[config.mk]
export PLATFORM = sky130hd
export DESIGN_NAME = mips_multicycle_core_flat
export DESIGN_NICKNAME = d
export VERILOG_FILES = /design/src/rtl/mips_pkg.sv /design/src/rtl/mips_if.sv /design/src/rtl/mips_regfile.sv /design/src/rtl/mips_multicycle_core.sv /design/src/flat_wrapper.sv
export SDC_FILE = /design/constraint.sdc
export NUM_CORES = 2
export LEC_CHECK = 0
export ABC_CLOCK_PERIOD_IN_PS = 47200
export CORE_UTILIZATION = 40
export DETAILED_ROUTE_END_ITERATION = 6
export GPL_ROUTABILITY_DRIVEN = 0
export PLACE_DENSITY = 0.59
export SLEW_MARGIN = 40
export SYNTH_ARGS = -nofsm -noshare
export SYNTH_HDL_FRONTEND = slang
export SYNTH_SLANG_ARGS = --single-unit
[constraint.sdc]
create_clock -name clk -period 47.2 [get_ports clk]
set_input_delay 4.72 -clock clk [delete_from_list [all_inputs] [get_ports clk]]
set_output_delay 4.72 -clock clk [all_outputs]
set_load 0.01 [all_outputs]
[src/rtl/mips_pkg.sv]
// Shared opcodes, FSM state encoding and ALU helpers for the multicycle MIPS core.
package mips_pkg;

  localparam logic [5:0] OP_RTYPE   = 6'h00;
  localparam logic [5:0] OP_ADDI    = 6'h08;
  localparam logic [5:0] OP_LW      = 6'h23;
  localparam logic [5:0] OP_SW      = 6'h2B;
  localparam logic [5:0] OP_BEQ     = 6'h04;
  localparam logic [5:0] FN_ADD     = 6'h20;
  localparam logic [5:0] FN_SUB     = 6'h22;
  localparam logic [5:0] FN_SYSCALL = 6'h0C;

  typedef enum logic [2:0] {FETCH, DECODE, EXEC, MEM, WB, HALT} state_t;
  typedef enum logic {ALU_ADD, ALU_SUB} alu_op_t;

  // y is the operand as actually fed to the adder (already inverted for SUB)
  function automatic logic add_ovf(input logic [31:0] x, input logic [31:0] y,
                                   input logic [31:0] r);
    return (x[31] == y[31]) && (r[31] != x[31]);
  endfunction

endpackage

[src/rtl/mips_if.sv]
// Shared instruction/data memory handshake between the core (master) and memory (slave).
interface mips_if;
  logic        mem_req;
  logic        mem_we;
  logic [31:0] mem_addr;
  logic [31:0] mem_wdata;
  logic [31:0] mem_rdata;
  logic        mem_ready;

  modport master (output mem_req, mem_we, mem_addr, mem_wdata,
                  input  mem_rdata, mem_ready);
  modport slave  (input  mem_req, mem_we, mem_addr, mem_wdata,
                  output mem_rdata, mem_ready);
endinterface

[src/rtl/mips_regfile.sv]
// 32x32 register file: two async read ports, async debug read, one sync write; $0 reads as 0.
module mips_regfile (
  input  logic        clk,
  input  logic        rst,
  input  logic [4:0]  ra1,
  input  logic [4:0]  ra2,
  input  logic [4:0]  dbg_ra,
  output logic [31:0] rd1,
  output logic [31:0] rd2,
  output logic [31:0] dbg_rd,
  input  logic        we,
  input  logic [4:0]  wa,
  input  logic [31:0] wd
);
  logic [31:0][31:0] regs;

  always_ff @(posedge clk or posedge rst)
    if (rst)                     regs     <= '0;
    else if (we && wa != 5'd0)   regs[wa] <= wd;

  assign rd1    = (ra1    == 5'd0) ? '0 : regs[ra1];
  assign rd2    = (ra2    == 5'd0) ? '0 : regs[ra2];
  assign dbg_rd = (dbg_ra == 5'd0) ? '0 : regs[dbg_ra];
endmodule

[src/rtl/mips_multicycle_core.sv]
// Multicycle MIPS subset (ADD/SUB/ADDI/LW/SW/BEQ/SYSCALL) over one shared memory handshake.
// Define MIPS_OVERFLOW_TRAP_EN to halt with trap on signed overflow of ADD/SUB/ADDI.
module mips_multicycle_core
  import mips_pkg::*;
#(
  parameter logic [31:0] RESET_PC = 32'h0,
  parameter int          MEM_AW   = 10,
  parameter int          WAIT_MAX = 0
) (
  input  logic        clk,
  input  logic        reset,
  mips_if.master      bus,
  output logic        halted,
  output logic        illegal,
  output logic        trap,
  output logic        retire,
  output logic [31:0] pc_o,
  input  logic [4:0]  dbg_raddr,
  output logic [31:0] dbg_rdata
);
`ifdef MIPS_OVERFLOW_TRAP_EN
  localparam bit TRAP_EN = 1'b1;
`else
  localparam bit TRAP_EN = 1'b0;
`endif
  localparam logic [31:0] AMASK = (MEM_AW >= 32) ? 32'hFFFF_FFFC
                                 : (((32'h1 << MEM_AW) - 32'h1) & 32'hFFFF_FFFC);

  state_t      state, state_n;
  logic [31:0] pc, ir, a, b, imm, aluout, mdr, wcnt;
  logic        ill_q, trap_q;
  logic        ir_ld, dec_ld, alu_ld, mdr_ld, br_tk, rf_we, ret_c;
  logic        set_ill, set_trap, req_c, we_c, tmo;
  logic [31:0] addr_c, rf_a, rf_b;

  wire [5:0] op = ir[31:26];
  wire [5:0] fn = ir[5:0];
  wire is_add  = (op == OP_RTYPE) && (fn == FN_ADD);
  wire is_sub  = (op == OP_RTYPE) && (fn == FN_SUB);
  wire is_sys  = (op == OP_RTYPE) && (fn == FN_SYSCALL);
  wire is_addi = (op == OP_ADDI);
  wire is_lw   = (op == OP_LW);
  wire is_sw   = (op == OP_SW);
  wire is_beq  = (op == OP_BEQ);
  wire legal   = is_add | is_sub | is_addi | is_lw | is_sw | is_beq;

  // ALU: SUB is A + ~B + 1 so one adder and one overflow rule cover all ops
  alu_op_t     aop;
  logic [31:0] alu_y, alu_res;
  logic        ovf_trap;
  always_comb begin
    aop      = is_sub ? ALU_SUB : ALU_ADD;
    alu_y    = (is_add || is_sub) ? b : imm;
    if (aop == ALU_SUB) alu_y = ~alu_y;
    alu_res  = a + alu_y + {31'b0, aop == ALU_SUB};
    ovf_trap = TRAP_EN && (is_add || is_sub || is_addi) && add_ovf(a, alu_y, alu_res);
  end

  assign tmo = (WAIT_MAX > 0) && (wcnt == 32'(WAIT_MAX - 1));

  mips_regfile u_rf (
    .clk(clk), .rst(reset),
    .ra1(ir[25:21]), .ra2(ir[20:16]), .dbg_ra(dbg_raddr),
    .rd1(rf_a), .rd2(rf_b), .dbg_rd(dbg_rdata),
    .we(rf_we), .wa((is_lw || is_addi) ? ir[20:16] : ir[15:11]),
    .wd(is_lw ? mdr : aluout)
  );

  always_ff @(posedge clk or posedge reset)
    if (reset) state <= FETCH;
    else       state <= state_n;

  always_comb begin
    state_n  = state;
    ir_ld    = 1'b0; dec_ld = 1'b0; alu_ld = 1'b0; mdr_ld = 1'b0;
    br_tk    = 1'b0; rf_we  = 1'b0; ret_c  = 1'b0;
    set_ill  = 1'b0; set_trap = 1'b0;
    req_c    = 1'b0; we_c   = 1'b0;
    addr_c   = pc & AMASK;
    unique case (state)
      FETCH: begin
        req_c = 1'b1;
        if (bus.mem_ready) begin ir_ld = 1'b1; state_n = DECODE; end
        else if (tmo)      begin set_trap = 1'b1; state_n = HALT; end
      end
      DECODE: begin
        dec_ld = 1'b1;
        if (is_sys)      begin ret_c = 1'b1; state_n = HALT; end
        else if (!legal) begin set_ill = 1'b1; state_n = HALT; end
        else             state_n = EXEC;
      end
      EXEC: begin
        alu_ld = 1'b1;
        if (is_beq)               begin br_tk = (a == b); ret_c = 1'b1; state_n = FETCH; end
        else if (ovf_trap)        begin set_trap = 1'b1; state_n = HALT; end
        else if (is_lw || is_sw)  state_n = MEM;
        else                      state_n = WB;
      end
      MEM: begin
        req_c  = 1'b1;
        we_c   = is_sw;
        addr_c = aluout & AMASK;
        if (bus.mem_ready) begin
          if (is_sw) begin ret_c = 1'b1; state_n = FETCH; end
          else       begin mdr_ld = 1'b1; state_n = WB; end
        end else if (tmo) begin set_trap = 1'b1; state_n = HALT; end
      end
      WB: begin rf_we = 1'b1; ret_c = 1'b1; state_n = FETCH; end
      default: ;
    endcase
  end

  always_ff @(posedge clk or posedge reset)
    if (reset) begin
      pc <= RESET_PC; ir <= '0; a <= '0; b <= '0; imm <= '0;
      aluout <= '0; mdr <= '0; wcnt <= '0; ill_q <= 1'b0; trap_q <= 1'b0;
    end else begin
      wcnt <= (req_c && !bus.mem_ready) ? wcnt + 32'd1 : '0;
      if (ir_ld)      begin ir <= bus.mem_rdata; pc <= pc + 32'd4; end
      else if (br_tk) pc <= pc + (imm << 2);
      if (dec_ld) begin a <= rf_a; b <= rf_b; imm <= {{16{ir[15]}}, ir[15:0]}; end
      if (alu_ld)   aluout <= alu_res;
      if (mdr_ld)   mdr    <= bus.mem_rdata;
      if (set_ill)  ill_q  <= 1'b1;
      if (set_trap) trap_q <= 1'b1;
    end

  // Reset must drop the request combinationally, before any clock edge
  assign bus.mem_req   = req_c & ~reset;
  assign bus.mem_we    = we_c & ~reset;
  assign bus.mem_addr  = reset ? '0 : addr_c;
  assign bus.mem_wdata = (we_c && !reset) ? b : '0;
  assign halted  = (state == HALT);
  assign illegal = ill_q;
  assign trap    = trap_q;
  assign retire  = ret_c;
  assign pc_o    = pc;
endmodule
[src/flat_wrapper.sv]
// flat-port wrapper written by rule: the top's interface ports become plain ports
module mips_multicycle_core_flat import mips_pkg::*;
#(
  parameter logic [31:0] RESET_PC = 32'h0,
  parameter int          MEM_AW   = 10,
  parameter int          WAIT_MAX = 0
)
  (clk, reset, halted, illegal, trap, retire, pc_o, dbg_raddr, dbg_rdata, bus_mem_req, bus_mem_we, bus_mem_addr, bus_mem_wdata, bus_mem_rdata, bus_mem_ready);
  mips_if bus_i ();
  input  logic clk;
  input  logic reset;
  output logic halted;
  output logic illegal;
  output logic trap;
  output logic retire;
  output logic [31:0] pc_o;
  input  logic [4:0] dbg_raddr;
  output logic [31:0] dbg_rdata;
  output wire logic [$bits(bus_i.mem_req)-1:0] bus_mem_req;
  output wire logic [$bits(bus_i.mem_we)-1:0] bus_mem_we;
  output wire logic [$bits(bus_i.mem_addr)-1:0] bus_mem_addr;
  output wire logic [$bits(bus_i.mem_wdata)-1:0] bus_mem_wdata;
  input wire logic [$bits(bus_i.mem_rdata)-1:0] bus_mem_rdata;
  input wire logic [$bits(bus_i.mem_ready)-1:0] bus_mem_ready;
  assign bus_mem_req = bus_i.mem_req;
  assign bus_mem_we = bus_i.mem_we;
  assign bus_mem_addr = bus_i.mem_addr;
  assign bus_mem_wdata = bus_i.mem_wdata;
  assign bus_i.mem_rdata = bus_mem_rdata;
  assign bus_i.mem_ready = bus_mem_ready;
  mips_multicycle_core #(.RESET_PC(RESET_PC), .MEM_AW(MEM_AW), .WAIT_MAX(WAIT_MAX)) u_core (.clk(clk), .reset(reset), .bus(bus_i), .halted(halted), .illegal(illegal), .trap(trap), .retire(retire), .pc_o(pc_o), .dbg_raddr(dbg_raddr), .dbg_rdata(dbg_rdata));
endmodule
==> results.json <==
{
  "status": "finished clean",
  "power.switching_mw": 0.5086,
  "setup_viol": 0,
  "syn2layout_area_growth_pct": 11.40,
  "worst_pin_slew_ps": 959.3,
  "io-pin-count": 174,
  "holdPathStages": 0,
  "dr_wl_met2_um": 118900,
  "grt_pass1_vias": 57190,
  "r2r_slack_ps": 41870,
  "wl_met1_um": 105300,
  "cts_tree": "built",
  "yosysTopAreaCell": "dfrtp_1",
  "combPwrFrac_pct": 2.6,
  "drv_cap": 0,
  "grt_max_degree": 101,
  "fin_total_pwr_mw": 2.249,
  "via_per_inst": 6.356,
  "power_leakage_nw": 32.11,
  "ant_nets": 0,
  "postCtsResizedCells": 0,
  "design_area_um2": 82170,
  "grt_antenna_before_repair": 12,
  "period_minus_slack_ps": 13630,
  "yosys_warnings": 0,
  "power.internal_mw": 1.741,
  "track_usage_pct": 28.53,
  "regArea_um2": 30920,
  "vias": 59580,
  "core_um2": 183100,
  "drive_above_1_share_pct": 18.86,
  "critPathCaptureType": "output pin",
  "path_max_fanout": 82,
  "p_per_area_nw_per_um2": 27.38,
  "synth_common_cells": "dfrtp_1, a21oi_1, nand2_1",
  "synth-edff-count": 0,
  "die_w_um": 431.4,
  "dpl_cell_area_um2": 77380,
  "final_hold_viol_count": 0,
  "wl_um": 267800,
  "synthesis.area_um2": 73760,
  "numCtsBuffers": 137,
  "setup_tns_ps": 0,
  "clk_pin_slew_ps": 60,
  "sw_frac_of_total_pct": 22.61,
  "worstPathRequired_ps": 42480,
  "reg2regPathDepth": 9,
  "ys_types": 76,
  "crit_type": "primary input to output pin",
  "pwr-share-seq_pct": 47.0,
  "synth_flop_cell": "dfrtp_1",
  "start_util_pct": 40.29,
  "drtIter0Drc": 6896,
  "highest_layer": "met5",
  "root_buffer": "clkbuf_16",
  "cts_buffer_depth": 3,
  "max_freq_mhz": 73.39,
  "hold_buffers": 0,
  "synth-seq-cells": 1234,
  "place.detailed.hpwl_um": 160100,
  "finalCritPeriodShare_pct": 28.87,
  "final_nets": 6906,
  "arrival_ps": 8910,
  "die_height_um": 431.4,
  "vdd_drop_max_uv": 39.55,
  "multi_input_area_um2": 40220,
  "fin_skew_ps": 30.32,
  "die-area_um2": 186100,
  "wl_per_cell_um": 28.57,
  "hold_slack_ps": 425.3,
  "yosysSeqAreaShare_pct": 41.86,
  "startpoint_type": "primary input",
  "utilization_pct": 44.88,
  "synth_area_leaders": "dfrtp_1, mux4_2, mux2i_1, a21oi_1, o21ai_0",
  "rows": 157,
  "grt_pass1_wl_um": 394300,
  "yosysMostFrequentCell": "dfrtp_1",
  "fill_cells": 16990,
  "hp-class": "flop to flop",
  "slew_headroom_pct": 36.05,
  "synth_top_area_share_pct": 41.86,
  "insertion_delay_ps": 820,
  "first_pass_iters": 6,
  "power_frac_clock_pct": 50.3,
  "rsz0062_at_grt": "false",
  "gr-total-overflow": 0,
  "syn_inst": 7058,
  "io_buffer_count": 146,
  "cts_setup_buffers": 0,
  "drc": 0,
  "dr_wl_met3_um": 29080,
  "async_reset_ff_share_pct": 100.0,
  "htreeDepth": 4,
  "avgSynthCellArea_um2": 10.45,
  "clock-sinks": 1234,
  "drv_slew": 0
}
[flip-flops by register name, indices dropped and copies added, names as in the netlist]
signal / flops
u_core.b: 32
u_core.ir: 32
u_core.aluout: 32
u_core.illegal: 1
u_core.mdr: 32
u_core.imm: 16
u_core.pc_o: 30
u_core.state: 3
u_core.u_rf.regs: 1024
u_core.a: 32
[stage by stage]
stage          instances  setup WS [ps]
2_1_floorplan       7084           7633
3_3_place_gp        9109          33040
3_5_place_dp        9125          33630
4_1_cts             9370          33620
5_1_grt             9373          33540
6_report            9374          33570
[power groups by stage]
| stage | logic (mW) | clock network, mW | registers [mW] |
|---|---|---|---|
| 5_1_grt | 0.0653 | 1.19 | 1.06 |
| 3_5_place_dp | 0.0609 | 0 | 1.08 |
| 3_3_place_gp | 0.0583 | 0 | 1.08 |
| 6_report | 0.0596 | 1.13 | 1.06 |
| 4_1_cts | 0.0609 | 1.14 | 1.06 |
| 2_1_floorplan | 0.0410 | 0 | 1.08 |
[logic make-up (layout without fill, tap and decap cells)]
family                   after synthesis  in the layout  synth area share (%)
AO/OA/AOI/OAI                       2045           2045                 15.30
adder cells (fa/ha/maj)               64             64                 1.106
multiplexers                        1222           1222                 26.82
other                                  1             29              0.005084
XOR/XNOR                             112            112                 1.330
buffers and inverters                758            582                 4.313
flip-flops                          1234           1234                 41.86
AND/OR/NAND/NOR                     1622           1622                 9.266
[critical path, stage by stage]
cell             delay [ps]
buf_8                   530
buf_6                   660
buf_6                   660
mux4_2                  430
mux4_2                  480
mux2i_2                 590
nor2_1                  130
clkdlybuf4s50_1         520
[area by class of cell]
class,count,share of cell area (%)
inverters,18,0.09136
well taps,2464,3.752
diodes,2,0.006091
clock inverters,50,0.7324
clock buffers,195,4.994
flip-flops and latches,1234,37.63
multi-input cells,5092,48.94
repair buffers,319,3.852
[placed cells by master (no fill, tap or decap), types with 43 or more instances in the layout]
master	count
nor2_1	603
dfrtp_1	1223
o221ai_1	126
mux2_2	192
clkdlybuf4s50_1	141
nand2_1	747
o21ai_1	62
o22ai_1	130
mux2i_1	409
nor3_1	78
a21oi_1	867
xor2_1	43
o21ai_0	731
xnor2_1	69
clkbuf_16	143
buf_4	118
mux4_2	582
ha_1	62
[metal layers]
metal / GRT usage (%) / vias up
met5: 0 / -
met3: 7.409 / 770
li1: - / 25480
met1: 38.08 / 29920
met4: 14.03 / 16
met2: 43.04 / 3400
[worst paths after layout]
check | from | endpoint
setup / recovery | dbg_raddr[1] | dbg_rdata[12]
hold / removal | u_core.u_rf.regs[21] | u_core.u_rf.regs[21]
setup reg to reg | u_core.ir[18] | u_core.b[0]
hold reg to reg | u_core.u_rf.regs[21] | u_core.u_rf.regs[21]
max in group asynchronous | reset | u_core.u_rf.regs[330]
min in group asynchronous | reset | u_core.pc_o[7]
(Power assumes the default switching activity.)
